--- config.mk ---
export PLATFORM = sky130hd
export DESIGN_NAME = fetch_stage
export DESIGN_NICKNAME = d
export VERILOG_FILES = /design/src/rtl/fetch_stage.sv
export SDC_FILE = /design/constraint.sdc
export NUM_CORES = 1
export LEC_CHECK = 0
export CAP_MARGIN = 20
export CORE_MARGIN = 5
export CORE_UTILIZATION = 47
export CTS_BUF_LIST = sky130_fd_sc_hd__clkbuf_8
export CTS_CLUSTER_SIZE = 24
export DETAILED_ROUTE_END_ITERATION = 8
export PLACE_DENSITY = 0.88
export REMOVE_ABC_BUFFERS = 1
export SYNTH_ARGS = -nofsm -noshare
export SYNTH_HDL_FRONTEND = slang
export SYNTH_SLANG_ARGS = --single-unit
--- constraint.sdc ---
create_clock -name clk -period 2.8 [get_ports clk]
set_clock_uncertainty 0.2 [all_clocks]
set_input_delay 0.28 -clock clk [delete_from_list [all_inputs] [get_ports clk]]
set_output_delay 0.28 -clock clk [all_outputs]
set_load 0.005 [all_outputs]
--- src/rtl/fetch_stage.sv ---
// RISC-V instruction fetch stage: owns the PC, addresses IMEM combinationally and
// registers the returned word into the IF/ID pipeline register for decode.
module fetch_stage #(
    parameter logic [31:0] RESET_PC  = 32'h0000_0000,
    parameter logic [31:0] NOP_INSTR = 32'h0000_0013,
    parameter int unsigned CNT_W     = 16
) (
    input  logic             clk,
    input  logic             rst,
    input  logic             stall_f,
    input  logic             stall_d,
    input  logic             flush_d,
    input  logic             redirect_valid,
    input  logic [31:0]      redirect_target,
    output logic [31:0]      imem_addr,
    input  logic [31:0]      imem_rdata,
    output logic             if_id_valid,
    output logic [31:0]      if_id_instr,
    output logic [31:0]      if_id_pc,
    output logic [31:0]      if_id_pc_plus4,
    output logic             fetch_halted,
    output logic             misalign_err,
    output logic [CNT_W-1:0] fetch_count
);

    localparam int unsigned XLEN = 32;

    typedef enum logic [1:0] {
        BOOT = 2'd0,
        RUN  = 2'd1,
        HALT = 2'd2
    } state_t;

    typedef struct packed {
        logic            valid;
        logic [XLEN-1:0] instr;
        logic [XLEN-1:0] pc;
        logic [XLEN-1:0] pc_plus4;
    } ifid_t;

    localparam ifid_t            BUBBLE  = '{valid: 1'b0, instr: NOP_INSTR,
                                             pc: '0, pc_plus4: '0};
    localparam logic [CNT_W-1:0] CNT_MAX = '1;

    state_t           state_q;
    state_t           state_d;
    logic [XLEN-1:0]  pc_q;
    logic [XLEN-1:0]  pc_d;
    ifid_t            ifid_q;
    ifid_t            ifid_d;
    logic             misalign_q;
    logic             misalign_d;
    logic             halted_q;
    logic             halted_d;
    logic [CNT_W-1:0] cnt_q;
    logic [CNT_W-1:0] cnt_d;

    logic [XLEN-1:0]  pc_plus4;
    logic             redirect_misaligned;

    assign pc_plus4            = pc_q + XLEN'(4);
    assign redirect_misaligned = redirect_valid && (redirect_target[1:0] != 2'b00);

    // State register
    always_ff @(posedge clk) begin
        if (rst) begin
            state_q <= BOOT;
        end else begin
            state_q <= state_d;
        end
    end

    // Next-state logic: one boot cycle, then run until a misaligned redirect
    always_comb begin
        state_d = state_q;
        case (state_q)
            BOOT:    state_d = RUN;
            RUN:     if (redirect_misaligned) state_d = HALT;
            HALT:    state_d = HALT;
            default: state_d = BOOT;
        endcase
    end

    // Datapath next values: PC selection and IF/ID capture priority
    always_comb begin
        pc_d       = pc_q;
        ifid_d     = ifid_q;
        misalign_d = misalign_q;
        halted_d   = (state_d == HALT);
        cnt_d      = cnt_q;
        case (state_q)
            RUN: begin
                if (redirect_misaligned) begin
                    misalign_d = 1'b1;
                    ifid_d     = BUBBLE;
                end else begin
                    // A resolved redirect beats a hazard stall on the PC
                    if (redirect_valid) begin
                        pc_d = redirect_target;
                    end else if (!stall_f) begin
                        pc_d = pc_plus4;
                    end

                    if (flush_d || redirect_valid) begin
                        ifid_d = BUBBLE;
                    end else if (stall_d) begin
                        ifid_d = ifid_q;
                    end else if (stall_f) begin
                        // PC is held, so capturing now would duplicate it next cycle
                        ifid_d = BUBBLE;
                    end else begin
                        ifid_d.valid    = 1'b1;
                        ifid_d.instr    = imem_rdata;
                        ifid_d.pc       = pc_q;
                        ifid_d.pc_plus4 = pc_plus4;
                        if (cnt_q != CNT_MAX) begin
                            cnt_d = cnt_q + CNT_W'(1);
                        end
                    end
                end
            end
            HALT: begin
                ifid_d = BUBBLE;
            end
            default: begin
                ifid_d = ifid_q;
            end
        endcase
    end

    // Datapath registers
    always_ff @(posedge clk) begin
        if (rst) begin
            pc_q       <= RESET_PC;
            ifid_q     <= BUBBLE;
            misalign_q <= 1'b0;
            halted_q   <= 1'b0;
            cnt_q      <= '0;
        end else begin
            pc_q       <= pc_d;
            ifid_q     <= ifid_d;
            misalign_q <= misalign_d;
            halted_q   <= halted_d;
            cnt_q      <= cnt_d;
        end
    end

    assign imem_addr      = pc_q;
    assign if_id_valid    = ifid_q.valid;
    assign if_id_instr    = ifid_q.instr;
    assign if_id_pc       = ifid_q.pc;
    assign if_id_pc_plus4 = ifid_q.pc_plus4;
    assign fetch_halted   = halted_q;
    assign misalign_err   = misalign_q;
    assign fetch_count    = cnt_q;

endmodule

==> results_tabular.tex <==
\begin{tabular}{lr}
\hline
Metric & Value \\
\hline
\multicolumn{2}{l}{\textbf{Status}} \\
Status & completed \\
\multicolumn{2}{l}{\textbf{Clock tree}} \\
Cells resized by post-CTS repair & 0 \\
Clock-pin slew of the registers on the worst-case setup and hold paths & 80 ps \\
Maximum level of the CTS H-tree & 4 \\
Clock Latency Late Sink & 450 ps \\
Post-CTS Hold Buffers & 0 \\
Sink Count & 147 \\
TritonCTS clock tree & yes \\
CTS Buf Count & 17 \\
Cell at the root of the clock tree & sky130\_fd\_sc\_hd\_\_clkbuf\_8 \\
Post-CTS setup repair buffer count & 0 \\
Number of buffers between clock root and the deepest sink & 2 \\
\multicolumn{2}{l}{\textbf{Die}} \\
Placeable Area & 0.01372 mm2 \\
Starting utilization of the core area & 47.39\% \\
Vertical extent of the die & 127.6 um \\
Chip Width & 127.6 um \\
Top-Level Pins & 217 \\
Floorplan die area & 0.01628 mm2 \\
Number of placement rows & 43 \\
\multicolumn{2}{l}{\textbf{Finish}} \\
Core Util, Final & 67.52\% \\
Net count reported at finish & 1008 \\
Growth of design area from synthesis to finish & 42.49\% \\
Layout cells sized above 1 & 8.157\% \\
Antenna Cells & 0 \\
\multicolumn{2}{l}{\textbf{Timing}} \\
Pins Over Slew Limit & 0 \\
Post-route setup TNS & 0 ps \\
Worst-margin pin slew & 642.7 ps \\
Worst slew margin relative to its limit & 57.15\% \\
Share of the clock period used by the worst path & 91.82\% \\
Count of endpoints failing setup in the final report & 0 \\
RSZ-0062 raised after global routing & false \\
Max frequency & 389.0 MHz \\
Total count of hold-check failures in the final report & 0 \\
Shortest period the worst path allows & 2571 ps \\
\multicolumn{2}{l}{\textbf{Power}} \\
Static leakage power & 0.003338 uW \\
VDD IR-drop max & 303.3 uV \\
Internal power consumption & 3436 uW \\
Pwr/cell area & 491.0 mW/mm2 \\
Sequential fraction of design power & 47.6\% \\
Sw Ratio & 24.48\% \\
Reported net switching power & 1113 uW \\
Clock network fraction of total power & 40.5\% \\
Share of power burned in combinational logic & 11.9\% \\
\multicolumn{2}{l}{\textbf{Synthesis}} \\
Total of warnings raised by yosys & 0 \\
Count of flip-flops with a built-in enable after synthesis & 0 \\
Most numerous cell types in the synthesized netlist & sky130\_fd\_sc\_hd\_\_dfxtp\_1 (147), sky130\_fd\_sc\_hd\_\_nor2\_1 (119), sky130\_fd\_sc\_hd\_\_a22oi\_1 (74) \\
Syn Area/Cell & 8.906 um2 \\
Most instantiated flip-flop cell in the synthesis netlist & sky130\_fd\_sc\_hd\_\_dfxtp\_1 \\
Synth unique cells & 62 \\
Top-count cell post-synth & sky130\_fd\_sc\_hd\_\_dfxtp\_1 \\
Post-synthesis instance area & 0.006501 mm2 \\
FF+latch count, synth & 147 \\
Share of Yosys cell area claimed by the top area cell type & 45.27\% \\
Post-Syn Instances & 730 \\
Ys async rst share & 0\% \\
Cell type contributing the most total cell area after synthesis & sky130\_fd\_sc\_hd\_\_dfxtp\_1 \\
Cell types occupying the most area after synthesis & sky130\_fd\_sc\_hd\_\_dfxtp\_1 (45\%), sky130\_fd\_sc\_hd\_\_a22oi\_1 (8.5\%), sky130\_fd\_sc\_hd\_\_nor2\_1 (6.9\%) \\
Post-synthesis sequential area ratio & 45.27\% \\
\multicolumn{2}{l}{\textbf{Min path}} \\
Class of the tightest hold or removal check & input port to flop \\
Sink of the worst hold path & misalign\_err \\
Worst Hold Launch & redirect\_valid \\
Cell depth of the worst hold path & 3 \\
\multicolumn{2}{l}{\textbf{Setup path}} \\
Setup slack of the most critical reg-to-reg path & 230 ps \\
Crit path DAT & 2680 ps \\
Reg2Reg Capture Point & imem\_addr[28] \\
Worst R2R Path Depth & 6 \\
Kind of end point of the critical path & flop \\
Kind of launch point of the worst setup path & flop \\
Data required, critical path & 2910 ps \\
Maximum fanout encountered on the critical timing path & 7 \\
Worst setup startpoint & imem\_addr[2] \\
Worst setup path category & flop to flop \\
Worst R2R Start & imem\_addr[2] \\
\multicolumn{2}{l}{\textbf{Place}} \\
\# port buffers & 216 \\
HPWL after detailed placement & 14300 um \\
Final weighted congestion in routability-driven placement & 0.8708 \\
\multicolumn{2}{l}{\textbf{Routing}} \\
Number of DRC violations after detailed routing & 0 \\
Post-detailed-route count of antenna-violating nets & 0 \\
Pre-Repair DR Iteration Count & 8 \\
Total via count in the routed design & 6381 \\
DRC violation total after the first TritonRoute iteration & 415 \\
WL per Instance & 17.94 um \\
Total wire length after detailed routing & 20160 um \\
Via count normalized by instance count & 5.677 \\
\multicolumn{2}{l}{\textbf{Global route}} \\
Antenna violations before repair & 1 \\
Largest net degree at the start of global routing & 77 \\
Vias in the first global route & 6209 \\
First-pass GRT wire length & 32000 um \\
Overall overflow remaining after global route & 0 \\
Total Routing Usage GR & 24.56\% \\
\multicolumn{2}{l}{\textbf{Flow run}} \\
Maxcap violations & 0 \\
\hline
\end{tabular}
==> per-layer routing <==
layer | vias to the layer above | GRT usage (%) | wire, um
li1 | 3051 | - | -
met1 | 3004 | 30.09 | 8293
met2 | 282 | 39.86 | 9661
met3 | 42 | 8.654 | 1780
met4 | 2 | 9.176 | 417
met5 | - | 0 | 7
==> metrics by stage <==
step	instances	hold slack, ps	total power (uW)	worst slack [ps]	instance area (um2)
floorplan	666	149.1	2404	-2846	6151
global placement	1093	236.2	2742	179.2	8825
detailed placement	1093	250.0	2748	83.65	8825
CTS	1124	38.68	4592	235.3	9264
global route	1124	55.56	4742	66.82	9264
finish	1124	77.93	4549	229.1	9264
==> placed cells by master (no fill, tap or decap), types with 3 or more instances in the layout <==
| cell type | count |
|---|---|
| sky130_fd_sc_hd__nand2b_1 | 5 |
| sky130_fd_sc_hd__nand4_1 | 14 |
| sky130_fd_sc_hd__o211ai_1 | 7 |
| sky130_fd_sc_hd__inv_1 | 12 |
| sky130_fd_sc_hd__nor2_1 | 119 |
| sky130_fd_sc_hd__clkdlybuf4s50_1 | 214 |
| sky130_fd_sc_hd__and4_1 | 3 |
| sky130_fd_sc_hd__a31oi_1 | 11 |
| sky130_fd_sc_hd__dfxtp_1 | 147 |
| sky130_fd_sc_hd__mux2i_1 | 8 |
| sky130_fd_sc_hd__nor3_1 | 11 |
| sky130_fd_sc_hd__o22ai_1 | 6 |
| sky130_fd_sc_hd__a22o_1 | 22 |
| sky130_fd_sc_hd__or4_1 | 6 |
| sky130_fd_sc_hd__xor2_1 | 22 |
| sky130_fd_sc_hd__xnor2_1 | 18 |
| sky130_fd_sc_hd__o31ai_1 | 9 |
| sky130_fd_sc_hd__bufinv_16 | 5 |
| sky130_fd_sc_hd__buf_4 | 29 |
| sky130_fd_sc_hd__nand2_1 | 45 |
| sky130_fd_sc_hd__buf_12 | 3 |
| sky130_fd_sc_hd__o21a_1 | 4 |
| sky130_fd_sc_hd__and3_1 | 10 |
| sky130_fd_sc_hd__a32o_1 | 5 |
| sky130_fd_sc_hd__nor4_1 | 9 |
| sky130_fd_sc_hd__o41ai_1 | 4 |
| sky130_fd_sc_hd__ha_1 | 6 |
| sky130_fd_sc_hd__o21ai_0 | 18 |
| sky130_fd_sc_hd__nand3_1 | 23 |
| sky130_fd_sc_hd__clkbuf_8 | 18 |
| sky130_fd_sc_hd__clkinv_2 | 5 |
| sky130_fd_sc_hd__a21oi_1 | 15 |
| sky130_fd_sc_hd__nor2b_1 | 4 |
| sky130_fd_sc_hd__a22oi_1 | 74 |
==> cell type report <==
| type | count | area, um2 |
|---|---|---|
| clock buffer | 18 | 247.7 |
| clock inverter | 13 | 191.4 |
| fill | 1084 | 4456 |
| inverter | 10 | 37.54 |
| multi-input combinational | 509 | 3194 |
| sequential | 147 | 2943 |
| tap | 180 | 225.2 |
| timing repair buffer | 247 | 2425 |
==> registers in the layout, summed over array words and instances (netlist names) <==
| name | flops |
|---|---|
| if_id_pc | 32 |
| if_id_instr | 32 |
| if_id_pc_plus4 | 30 |
| if_id_valid | 1 |
| state_q | 2 |
| misalign_err | 1 |
| fetch_halted | 1 |
| fetch_count | 16 |
| imem_addr | 32 |
==> worst max-delay path by stage <==
stage | to | slack [ps]
after global routing | fetch_count[9] | 70
final | imem_addr[28] | 230
after detailed placement | fetch_count[9] | 80
after global placement | fetch_count[9] | 180
after floorplan | if_id_instr[10] | -2850
after CTS | fetch_count[13] | 240
==> critical path, stage by stage, from the launching register on <==
cell                      delay [ps]
sky130_fd_sc_hd__dfxtp_1         340
sky130_fd_sc_hd__ha_1            290
sky130_fd_sc_hd__nand3_2         190
sky130_fd_sc_hd__or4_1           710
sky130_fd_sc_hd__nor4_4          380
sky130_fd_sc_hd__mux2i_1         220
sky130_fd_sc_hd__a31oi_1          90
==> power by group through the flow <==
| stage | logic [uW] | clock network, uW | registers [uW] |
|---|---|---|---|
| after global routing | 585 | 1990 | 2170 |
| after floorplan | 188 | 0 | 2220 |
| final | 542 | 1840 | 2170 |
| after CTS | 540 | 1890 | 2160 |
| after detailed placement | 536 | 0 | 2210 |
| after global placement | 531 | 0 | 2210 |
==> kinds of logic (layout without fill, tap and decap cells) <==
family	Yosys count	after routing	share of synthesized area, %
xor+xnor	40	40	5.389
compound gates	186	186	20.65
mux	9	9	1.405
flops	147	147	45.27
buf+inv	74	288	5.966
fa+ha+maj	6	6	1.155
simple gates	268	268	20.17
Power figures use the tool's default switching activity.
